[config.mk]
export PLATFORM = sky130hd
export DESIGN_NAME = uart_tx
export DESIGN_NICKNAME = d
export VERILOG_FILES = /design/src/rtl/uart_pkg.sv /design/src/rtl/wbit_fifo.sv /design/src/rtl/uart_tx.sv
export SDC_FILE = /design/constraint.sdc
export NUM_CORES = 1
export LEC_CHECK = 0
export ABC_AREA = 1
export BUFFER_PORTS_ARGS = -buffer_cell sky130_fd_sc_hd__buf_2
export CAP_MARGIN = 20
export CORE_MARGIN = 4
export CORE_UTILIZATION = 50
export CTS_CLUSTER_DIAMETER = 200
export CTS_CLUSTER_SIZE = 40
export DETAILED_ROUTE_END_ITERATION = 8
export GPL_TIMING_DRIVEN = 0
export MAX_ROUTING_LAYER = met4
export PLACE_DENSITY = 0.7
export SLEW_MARGIN = 20
export SYNTH_ARGS = -nofsm -noshare
export SYNTH_HDL_FRONTEND = slang
export SYNTH_SLANG_ARGS = --single-unit
export TNS_END_PERCENT = 10
[constraint.sdc]
create_clock -name clk_i -period 3.35 [get_ports clk_i]
set_clock_uncertainty 0.05 [all_clocks]
set_input_delay 0.8375 -clock clk_i [delete_from_list [all_inputs] [get_ports clk_i]]
set_output_delay 0.8375 -clock clk_i [all_outputs]
set_load 0.05 [all_outputs]
[src/rtl/uart_pkg.sv]
// Shared UART definitions: the frame-level state encoding used by both
// the transmitter and the receiver.
package uart_pkg;

  typedef enum logic [1:0] {
    IDLE      = 2'd0,
    START_BIT = 2'd1,
    DATA_BITS = 2'd2,
    STOP_BIT  = 2'd3
  } state_t;

endpackage : uart_pkg

[src/rtl/wbit_fifo.sv]
// Synchronous FIFO with show-ahead read data: rdata always presents the head
// entry while empty is low. Writes when full and reads when empty are ignored.
module wbit_fifo #(
  parameter int WIDTH = 8,
  parameter int DEPTH = 16
) (
  input  logic             clk,
  input  logic             rst,
  input  logic             wr_en,
  input  logic [WIDTH-1:0] wdata,
  input  logic             rd_en,
  output logic [WIDTH-1:0] rdata,
  output logic             full,
  output logic             empty
);

  localparam int AW = (DEPTH > 1) ? $clog2(DEPTH) : 1;
  localparam int CW = $clog2(DEPTH + 1);

  logic [WIDTH-1:0] r_mem [DEPTH];
  logic [AW-1:0]    r_wr_ptr;
  logic [AW-1:0]    r_rd_ptr;
  logic [CW-1:0]    r_count;

  logic w_push;
  logic w_pop;

  assign full   = (r_count == CW'(DEPTH));
  assign empty  = (r_count == '0);
  assign w_push = wr_en && !full;
  assign w_pop  = rd_en && !empty;
  assign rdata  = r_mem[r_rd_ptr];

  // Pointers wrap explicitly so non-power-of-two depths work.
  always_ff @(posedge clk) begin
    if (rst) begin
      r_wr_ptr <= '0;
      r_rd_ptr <= '0;
      r_count  <= '0;
    end else begin
      if (w_push) begin
        r_wr_ptr <= (r_wr_ptr == AW'(DEPTH - 1)) ? '0 : r_wr_ptr + AW'(1);
      end
      if (w_pop) begin
        r_rd_ptr <= (r_rd_ptr == AW'(DEPTH - 1)) ? '0 : r_rd_ptr + AW'(1);
      end
      case ({w_push, w_pop})
        2'b10:   r_count <= r_count + CW'(1);
        2'b01:   r_count <= r_count - CW'(1);
        default: r_count <= r_count;
      endcase
    end
  end

  always_ff @(posedge clk) begin
    if (w_push) begin
      r_mem[r_wr_ptr] <= wdata;
    end
  end

endmodule : wbit_fifo

[src/rtl/uart_tx.sv]
// UART transmitter: FIFO-buffered, 1 start / DATA_WIDTH data (LSB first) /
// 1 stop bit, each bit held for baud_div_i+1 clocks. state_o is for debug.
module uart_tx
  import uart_pkg::*;
#(
  parameter int DATA_WIDTH = 8,
  parameter int FIFO_DEPTH = 16
) (
  input  logic                  clk_i,
  input  logic                  rst_i,
  input  logic [15:0]           baud_div_i,
  input  logic                  tx_we_i,
  input  logic                  tx_en_i,
  input  logic [DATA_WIDTH-1:0] din_i,
  output logic                  tx_bit_o,
  output logic                  full_o,
  output logic                  empty_o,
  output logic                  busy_o,
  output state_t                state_o
);

  localparam int CW = $clog2(DATA_WIDTH + 1);

  state_t                r_state;
  logic [15:0]           r_baud_cnt;
  logic [CW-1:0]         r_bit_cnt;
  logic [DATA_WIDTH-1:0] r_shift;
  logic                  r_tx_bit;

  state_t                w_state_next;
  logic [CW-1:0]         w_bit_cnt_next;
  logic [DATA_WIDTH-1:0] w_shift_next;
  logic                  w_tx_bit_next;
  logic                  w_pop;
  logic                  w_end_tick;
  logic [DATA_WIDTH-1:0] w_fifo_rdata;
  logic                  w_fifo_empty;
  logic                  w_fifo_full;

  wbit_fifo #(
    .WIDTH (DATA_WIDTH),
    .DEPTH (FIFO_DEPTH)
  ) u_fifo (
    .clk   (clk_i),
    .rst   (rst_i),
    .wr_en (tx_we_i),
    .wdata (din_i),
    .rd_en (w_pop),
    .rdata (w_fifo_rdata),
    .full  (w_fifo_full),
    .empty (w_fifo_empty)
  );

  assign w_end_tick = (r_baud_cnt == baud_div_i);

  always_comb begin
    w_state_next   = r_state;
    w_bit_cnt_next = r_bit_cnt;
    w_shift_next   = r_shift;
    w_pop          = 1'b0;
    case (r_state)
      IDLE: begin
        if (tx_en_i && !w_fifo_empty) begin
          w_pop        = 1'b1;
          w_shift_next = w_fifo_rdata;
          w_state_next = START_BIT;
        end
      end
      START_BIT: begin
        if (w_end_tick) begin
          w_state_next   = DATA_BITS;
          w_bit_cnt_next = '0;
        end
      end
      DATA_BITS: begin
        if (w_end_tick) begin
          w_shift_next = r_shift >> 1;
          if (r_bit_cnt == CW'(DATA_WIDTH - 1)) begin
            w_state_next = STOP_BIT;
          end else begin
            w_bit_cnt_next = r_bit_cnt + CW'(1);
          end
        end
      end
      STOP_BIT: begin
        if (w_end_tick) begin
          w_state_next = IDLE;
        end
      end
      default: w_state_next = IDLE;
    endcase

    // The line register follows the state being entered, so the start bit
    // appears exactly one cycle after the pop.
    case (w_state_next)
      START_BIT: w_tx_bit_next = 1'b0;
      DATA_BITS: w_tx_bit_next = w_shift_next[0];
      default:   w_tx_bit_next = 1'b1;
    endcase
  end

  always_ff @(posedge clk_i) begin
    if (rst_i) begin
      r_state    <= IDLE;
      r_baud_cnt <= '0;
      r_bit_cnt  <= '0;
      r_shift    <= '0;
      r_tx_bit   <= 1'b1;
    end else begin
      r_state    <= w_state_next;
      r_bit_cnt  <= w_bit_cnt_next;
      r_shift    <= w_shift_next;
      r_tx_bit   <= w_tx_bit_next;
      r_baud_cnt <= (r_state == IDLE || w_end_tick) ? '0 : r_baud_cnt + 16'd1;
    end
  end

  assign tx_bit_o = r_tx_bit;
  assign full_o   = w_fifo_full;
  assign empty_o  = w_fifo_empty;
  assign busy_o   = (r_state != IDLE);
  assign state_o  = r_state;

endmodule : uart_tx

==> results of run 1 <==
-- metrics by stage --
stage | hold slack (ns) | power (mW) | utilization, % | cell area [sq um] | std cells
floorplan | 0.391 | 3.63 | - | 7670 | 805
global placement | 0.404 | 4.07 | 53.3 | 8070 | 1026
detailed placement | 0.414 | 4.10 | 53.3 | 8070 | 1026
CTS | 0.429 | 5.98 | 57.0 | 8630 | 1057
global route | 0.465 | 6.30 | 57.0 | 8630 | 1057
finish | 0.424 | 5.97 | 57.0 | 8630 | 1057
-- sequential cells by signal, indices dropped and copies added, names as in the netlist, named ones only --
register,count
u_fifo.r_mem,128
u_fifo.r_wr_ptr,4
r_shift,8
state_o,2
u_fifo.r_rd_ptr,4
r_baud_cnt,16
u_fifo.r_count,5
tx_bit_o,1
r_bit_cnt,4
-- power groups by stage --
stage               Clock [mW]  Combinational, mW  Sequential, mW
finish                    1.90               1.54            2.53
global route              2.02               1.73            2.55
CTS                       1.92               1.53            2.53
detailed placement           0               1.52            2.58
global placement             0               1.50            2.58
floorplan                    0               1.04            2.59
-- critical path, stage by stage (launching register included) --
cell and delay (ns):
dfxtp_1 0.41, nor2_1 0.07, nand3_1 0.09, inv_1 0.04, nand2_1 0.06, nand2_1 0.08, nor2_1 0.12, buf_2 0.24
ha_1 0.31, xor2_1 0.21, ha_1 0.17, inv_1 0.04, nand2_1 0.09, nand2_1 0.06, o21ai_0 0.20, a21oi_1 0.08
o21ai_0 0.11, o21ai_0 0.11, a21oi_1 0.14
-- path summary, 6_finish.rpt --
kind | start | to | slack (ns) | cells past startpoint
worst max register to register | u_fifo.r_count[0]$_SDFFE_PP0P_ | u_fifo.r_count[4]$_SDFFE_PP0P_ | 0.60 | 18
worst min-delay path | r_baud_cnt[0]$_SDFF_PP0_ | r_baud_cnt[0]$_SDFF_PP0_ | 0.42 | 1
worst min register to register | r_baud_cnt[0]$_SDFF_PP0_ | r_baud_cnt[0]$_SDFF_PP0_ | 0.42 | 1
worst max-delay path | u_fifo.r_count[0]$_SDFFE_PP0P_ | u_fifo.r_count[4]$_SDFFE_PP0P_ | 0.60 | 18
-- routing by layer --
layer	GRT usage (%)	vias up	wire length, microns
met5	-	-	0
met2	33.7	211	8290
met4	8.93	0	374
met3	4.50	26	1140
li1	-	2814	-
met1	26.3	2610	7410
-- cells in the final DEF (no fill, tap or decap), types with 2 or more instances in the layout --
| cell type | synthesis | routed |
|---|---|---|
| ha_1 | 10 | 10 |
| edfxtp_1 | 128 | 128 |
| xor2_1 | 5 | 5 |
| nor3b_1 | 5 | 5 |
| clkinv_4 | 0 | 2 |
| clkinv_1 | 1 | 3 |
| a21oi_1 | 26 | 26 |
| nor2_2 | 2 | 2 |
| o22ai_1 | 2 | 2 |
| o21a_1 | 2 | 2 |
| buf_2 | 9 | 42 |
| nand3_1 | 34 | 34 |
| nor2_4 | 2 | 2 |
| o21ai_0 | 77 | 77 |
| nor2_1 | 165 | 165 |
| clkbuf_1 | 18 | 22 |
| nand4_1 | 2 | 2 |
| xnor2_1 | 2 | 2 |
| inv_1 | 68 | 68 |
| inv_2 | 10 | 10 |
| dfxtp_1 | 48 | 48 |
| o211ai_1 | 25 | 25 |
| clkbuf_16 | 0 | 17 |
| nand2_1 | 141 | 141 |
| clkinvlp_4 | 0 | 2 |
| nor4_1 | 2 | 2 |
| bufinv_16 | 0 | 2 |
| nor3_1 | 12 | 12 |
-- synthesized netlist by cell type --
master	instances	area share (%)
o22ai_1	2	0.16
nand2_4	1	0.15
edfxtp_1	128	50
and3_1	1	0.082
nor3b_1	5	0.49
o21a_1	2	0.20
o21ai_0	77	5.0
nor2_4	2	0.29
buf_2	9	0.59
dfxtp_1	48	13
xnor2_1	2	0.23
o311ai_0	1	0.11
buf_1	1	0.049
o21ai_2	1	0.11
nor2_1	165	8.1
inv_1	68	3.3
nand4_1	2	0.16
o211ai_1	25	2.4
nand3_1	34	2.2
nor3_1	12	0.78
nor4_1	2	0.16
or2_0	1	0.082
nand2_1	141	6.9
a21oi_1	26	1.7
a31oi_1	1	0.082
xor2_1	5	0.57
nor2_2	2	0.16
clkbuf_1	18	0.88
or2_2	1	0.082
inv_2	10	0.49
clkinv_1	1	0.049
ha_1	10	1.6
o221ai_1	1	0.11
-- cells by family (layout without fill, tap and decap cells) --
logic type               after synthesis  after routing  synth area share (%)
flip-flops                           176            176                  62.6
buffers and inverters                107            171                  5.38
AND/OR/NAND/NOR                      369            369                  19.6
adder cells (fa/ha/maj)               10             10                  1.63
AO/OA/AOI/OAI                        136            136                  9.95
XOR/XNOR                               7              7                 0.799
-- final cells by class --
cell class	instances	area, sq um	share of cell area, %
sequential	176	4800	55.7
clock buffer	21	440	5.10
buffer	28	116	1.35
timing repair buffer	33	165	1.91
clock inverter	10	114	1.32
multi-input combinational	522	2460	28.5
inverter	79	297	3.44
tap	188	235	2.73
==> impl_metrics.toml, run 1 <==
[outcome]
status = "finished clean"

[floorplan]
die_w_microns = 132
die_area_sq_um = 17400
die_h_microns = 132
io_pins = 34
fp-row-count = 45
core_area_sq_um = 15100
start_util_pct = 50.7

[placement]
gp_congestion = 0.869
place_hpwl_microns = 11600
portBuffers = 33
place_ws_ns = 0.340

[clock_tree]
cts_sinks = 176
clk_pin_slew_ns = 0.06
cts_setup_buffers = 0
cts_root_buffer = "clkbuf_16"
cts.path.max_buffers = 2
cts_inserted_buffers = 17
htree_levels = 4
cts_resized = 0
tritoncts = "done"
postCtsHoldBufs = 0
clkLatencyLatePin_ns = 0.43

[yosys]
synthCells = 805
synth_cell_type_count = 33
yosys_register_bits = 176
synth_area_sq_um = 7670
synth_nets = 843
syn_area_per_cell_sq_um = 9.53
yosysWarningCount = 0
synth-seq-area-share_pct = 62.6

[setup_path]
cp-start-kind = "flop"
worstSetupPathType = "reg2reg"
cp-end-kind = "flop"
cp.required_ns = 3.65
path_max_fanout = 11
worstPathArrival_ns = 3.06

[grt]
grt_max_degree = 17
grt_pass1_wl_microns = 27700
grt_usage_pct = 21.1
antenna_found_initial = 0
overflow = 0
grt_pass1_vias = 5315

[sta]
hold_viol = 0
setup_viol = 0
clock.fmax_mhz = 363
slew_headroom_pct = 27.5
max_slew.worst_pin.slew_ns = 1.08
fin_setup_tns_ns = 0
finalWorstSetupSlack_ns = 0.596
min_period_over_period_pct = 82.2
slew_violations = 0
fin_crit_ns = 2.75
rsz0062_at_grt = "false"

[route]
drt_pass1_iterations = 5
drt-initial-drc-count = 503
ant_nets = 0
vias = 5661
avgViaCountPerCell = 5.36
avgRoutedWirePerCell_microns = 16.3
route.detailed.drc = 0
drt_wl_total_microns = 17200

[pwr]
leakage_nw = 3.25
peakVddDrop_v = 0.000415
p_sw_share_pct = 32.8
comb_power_share_pct = 25.8
p_int_mw = 4.01
seqPwrFrac_pct = 42.5
p_clk_share_pct = 31.8
p_sw_mw = 1.96
power_density_nw_per_um2 = 692

[final_layout]
insertedDiodeCount = 0
drive_above_1_share_pct = 9.67
syn_to_final_growth_pct = 12.4
design.final.nets = 895
fill_cells = 1347

[job]
cap_violations = 0

[min_path]
holdCritPathClass = "reg2reg"
(Power assumes the default switching activity.)
==> inputs of run 2 (changes only) <==
--- a/config.mk
+++ b/config.mk
@@ -5,7 +5,7 @@
 export SDC_FILE = /design/constraint.sdc
 export NUM_CORES = 1
 export LEC_CHECK = 0
-export ABC_AREA = 1
+export ABC_AREA = 0
 export BUFFER_PORTS_ARGS = -buffer_cell sky130_fd_sc_hd__buf_2
 export CAP_MARGIN = 20
 export CORE_MARGIN = 4
==> constraint.sdc (replaced) <==
create_clock -name clk_i -period 2.55 [get_ports clk_i]
set_clock_uncertainty 0.05 [all_clocks]
set_input_delay 0.6375 -clock clk_i [delete_from_list [all_inputs] [get_ports clk_i]]
set_output_delay 0.6375 -clock clk_i [all_outputs]
set_load 0.05 [all_outputs]
==> run 2 against run 1 <==
The flow now finishes with violations (setup timing); power is 31% higher; final area is 0.29% lower; core utilization is 2.0 points higher.
==> impl_metrics.toml, run 2 <==
[floorplan]
start_util_pct = 51.1
die_area_sq_um = 16900
io_pins = 34
die_w_microns = 130
die_h_microns = 130
fp-row-count = 44
core_area_sq_um = 14600

[clock_tree]
htree_levels = 4
cts_root_buffer = "clkbuf_16"
cts_inserted_buffers = 17
cts_sinks = 176
tritoncts = "done"
clk_pin_slew_ns = 0.07
clkLatencyLatePin_ns = 0.43
cts.path.max_buffers = 2
postCtsHoldBufs = 0

[grt]
grt_usage_pct = 19.5
overflow = 0
grt_max_degree = 18
grt_pass1_wl_microns = 23900
grt_pass1_vias = 4437
antenna_found_initial = 0

[setup_path]
worstPathCellList = "or4_4, o211ai_4, inv_4, ha_4, xor2_2, ha_2, a21oi_4, o22ai_2, a222oi_1, or3_1, a21oi_1"
path_max_fanout = 3
crit_path_start = "u_fifo.r_count[1]$_SDFFE_PP0P_"
cp.required_ns = 2.79
reg2reg_from = "u_fifo.r_count[1]$_SDFFE_PP0P_"
slowest_delay_ns = 0.55
cp-start-kind = "flop"
path_delay_family = "compound AO/OA/AOI/OAI gates"
path_buf_inv = 1
worstSetupPathType = "reg2reg"
worstPathArrival_ns = 3.02
cp-end-kind = "flop"
crit_slowest_cell = "or4_4"

[yosys]
synth.top_cell.area_share_pct = 51.6
synth_cell_type_count = 56
synth_area_sq_um = 7450
synth_ff_type = "edfxtp_1"
synthCells = 512
synth_nets = 550
async_reset_ff_share_pct = 0
yosys_register_bits = 176
synth-seq-area-share_pct = 64.5
synth_most_common_cell = "edfxtp_1"
yosysWarningCount = 0
synth_edf_count = 128
synth.top_cells.by_count = "128 x edfxtp_1, 49 x nor2_1, 48 x dfxtp_1"
syn_area_per_cell_sq_um = 14.6
yosysTopAreaCell = "edfxtp_1"
netlist_top_cells_area = "edfxtp_1 52%, dfxtp_1 13%, mux4_2 9.7%"

[outcome]
violations = "setup timing"
status = "finished, violations left"

[sta]
fin_crit_ns = 2.77
min_period_over_period_pct = 109
hold_viol = 0
finalWorstSetupSlack_ns = -0.223
clock.fmax_mhz = 361
slew_violations = 0
setup_viol = 2
max_slew.worst_pin.slew_ns = 0.934
slew_headroom_pct = 37.5
rsz0062_at_grt = "true"

[final_layout]
largest_register_ffs = 128
reg_top3 = "u_fifo.r_mem: 128 flops, r_baud_cnt: 16 flops, r_shift: 8 flops"
design.final.nets = 609
layout_common_cells = "128 x edfxtp_1, 49 x nor2_1, 45 x dfxtp_1, 40 x buf_2, 32 x mux4_2"
drive_above_1_share_pct = 24.7
final_common_cell = "edfxtp_1"
insertedDiodeCount = 0
syn_to_final_growth_pct = 15.5
final_core_util_pct = 59.0
largest_register = "u_fifo.r_mem"

[pwr]
peakVddDrop_v = 0.000819
leakage_nw = 2.88
power_density_nw_per_um2 = 911
total_power_mw = 7.84

[job]
cap_violations = 0

[route]
avgViaCountPerCell = 5.69
route.detailed.drc = 0
vias = 4368
ant_nets = 0
drt-initial-drc-count = 241
avgRoutedWirePerCell_microns = 19.4
drt_pass1_iterations = 4
drt_wl_total_microns = 14900

[min_path]
holdCritPathClass = "reg2reg"
min_from = "r_bit_cnt[3]$_SDFFE_PP0P_"

[placement]
place_hpwl_microns = 9780
portBuffers = 33
gp_congestion = 0.830
## run 2: what timing repair did
action,in CTS,in global routing
pin swaps,6,9
buffers inserted,8,2
hold endpoints to repair,0,0
resized for setup,9,15
endpoints found under the setup margin,3,9
## run 2: area by class of cell
class | count | area, sq um
Sequential cell | 176 | 4820
Inverter | 14 | 55.1
Timing Repair Buffer | 43 | 246
Multi-Input combinational cell | 294 | 2530
Buffer | 25 | 145
Tap cell | 184 | 230
Clock buffer | 17 | 425
Fill cell | 1119 | 5990
Clock inverter | 15 | 151
## run 2: worst paths after layout
kind | depth (start not counted) | slack, ns | end
min | 2 | 0.44 | r_bit_cnt[3]$_SDFFE_PP0P_
max reg2reg | 11 | -0.22 | u_fifo.r_count[4]$_SDFFE_PP0P_
max | 11 | -0.22 | u_fifo.r_count[4]$_SDFFE_PP0P_
min reg2reg | 2 | 0.44 | r_bit_cnt[3]$_SDFFE_PP0P_
## run 2: power breakdown
group	leakage [nW]	switching [mW]	internal [mW]
registers	1.55	0.128	3.24
logic	1.05	1.04	0.910
clock network	0.278	1.14	1.38
## run 2: cell families after synthesis
| group | Yosys count | share of synthesized area, % |
|---|---|---|
| AO/OA/AOI/OAI | 68 | 6.15 |
| buffers and inverters | 42 | 2.80 |
| multiplexers | 46 | 11.6 |
| XOR/XNOR | 36 | 4.23 |
| adder cells (fa/ha/maj) | 10 | 1.68 |
| flip-flops | 176 | 64.5 |
| AND/OR/NAND/NOR | 134 | 9.02 |
## run 2: per-stage QoR
step           cell area [sq um]  std cells  hold slack [ns]  setup WS (ns)  setup TNS (ns)
3_3_place_gp                7880        729            0.419         -0.410           -9.94
4_1_cts                     8540        766            0.445         -0.141          -0.163
5_1_grt                     8600        768            0.484         -0.373          -0.551
3_5_place_dp                7900        729            0.436         -0.479          -0.859
2_1_floorplan               7490        512            0.403         -0.207          -0.249
6_report                    8600        768            0.440         -0.223          -0.255
## run 2: worst min-delay path, stage by stage (launching register included)
cell	delay, ns
dfxtp_1	0.32
o21ai_0	0.07
a21oi_1	0.06
## run 2: metal layers
metal	vias up	wire length, microns	GRT usage (%)
met2	85	7510	31.7
met1	2186	6570	24.8
met5	-	0	-
met3	15	616	4.63
met4	0	170	5.50
li1	2082	-	-
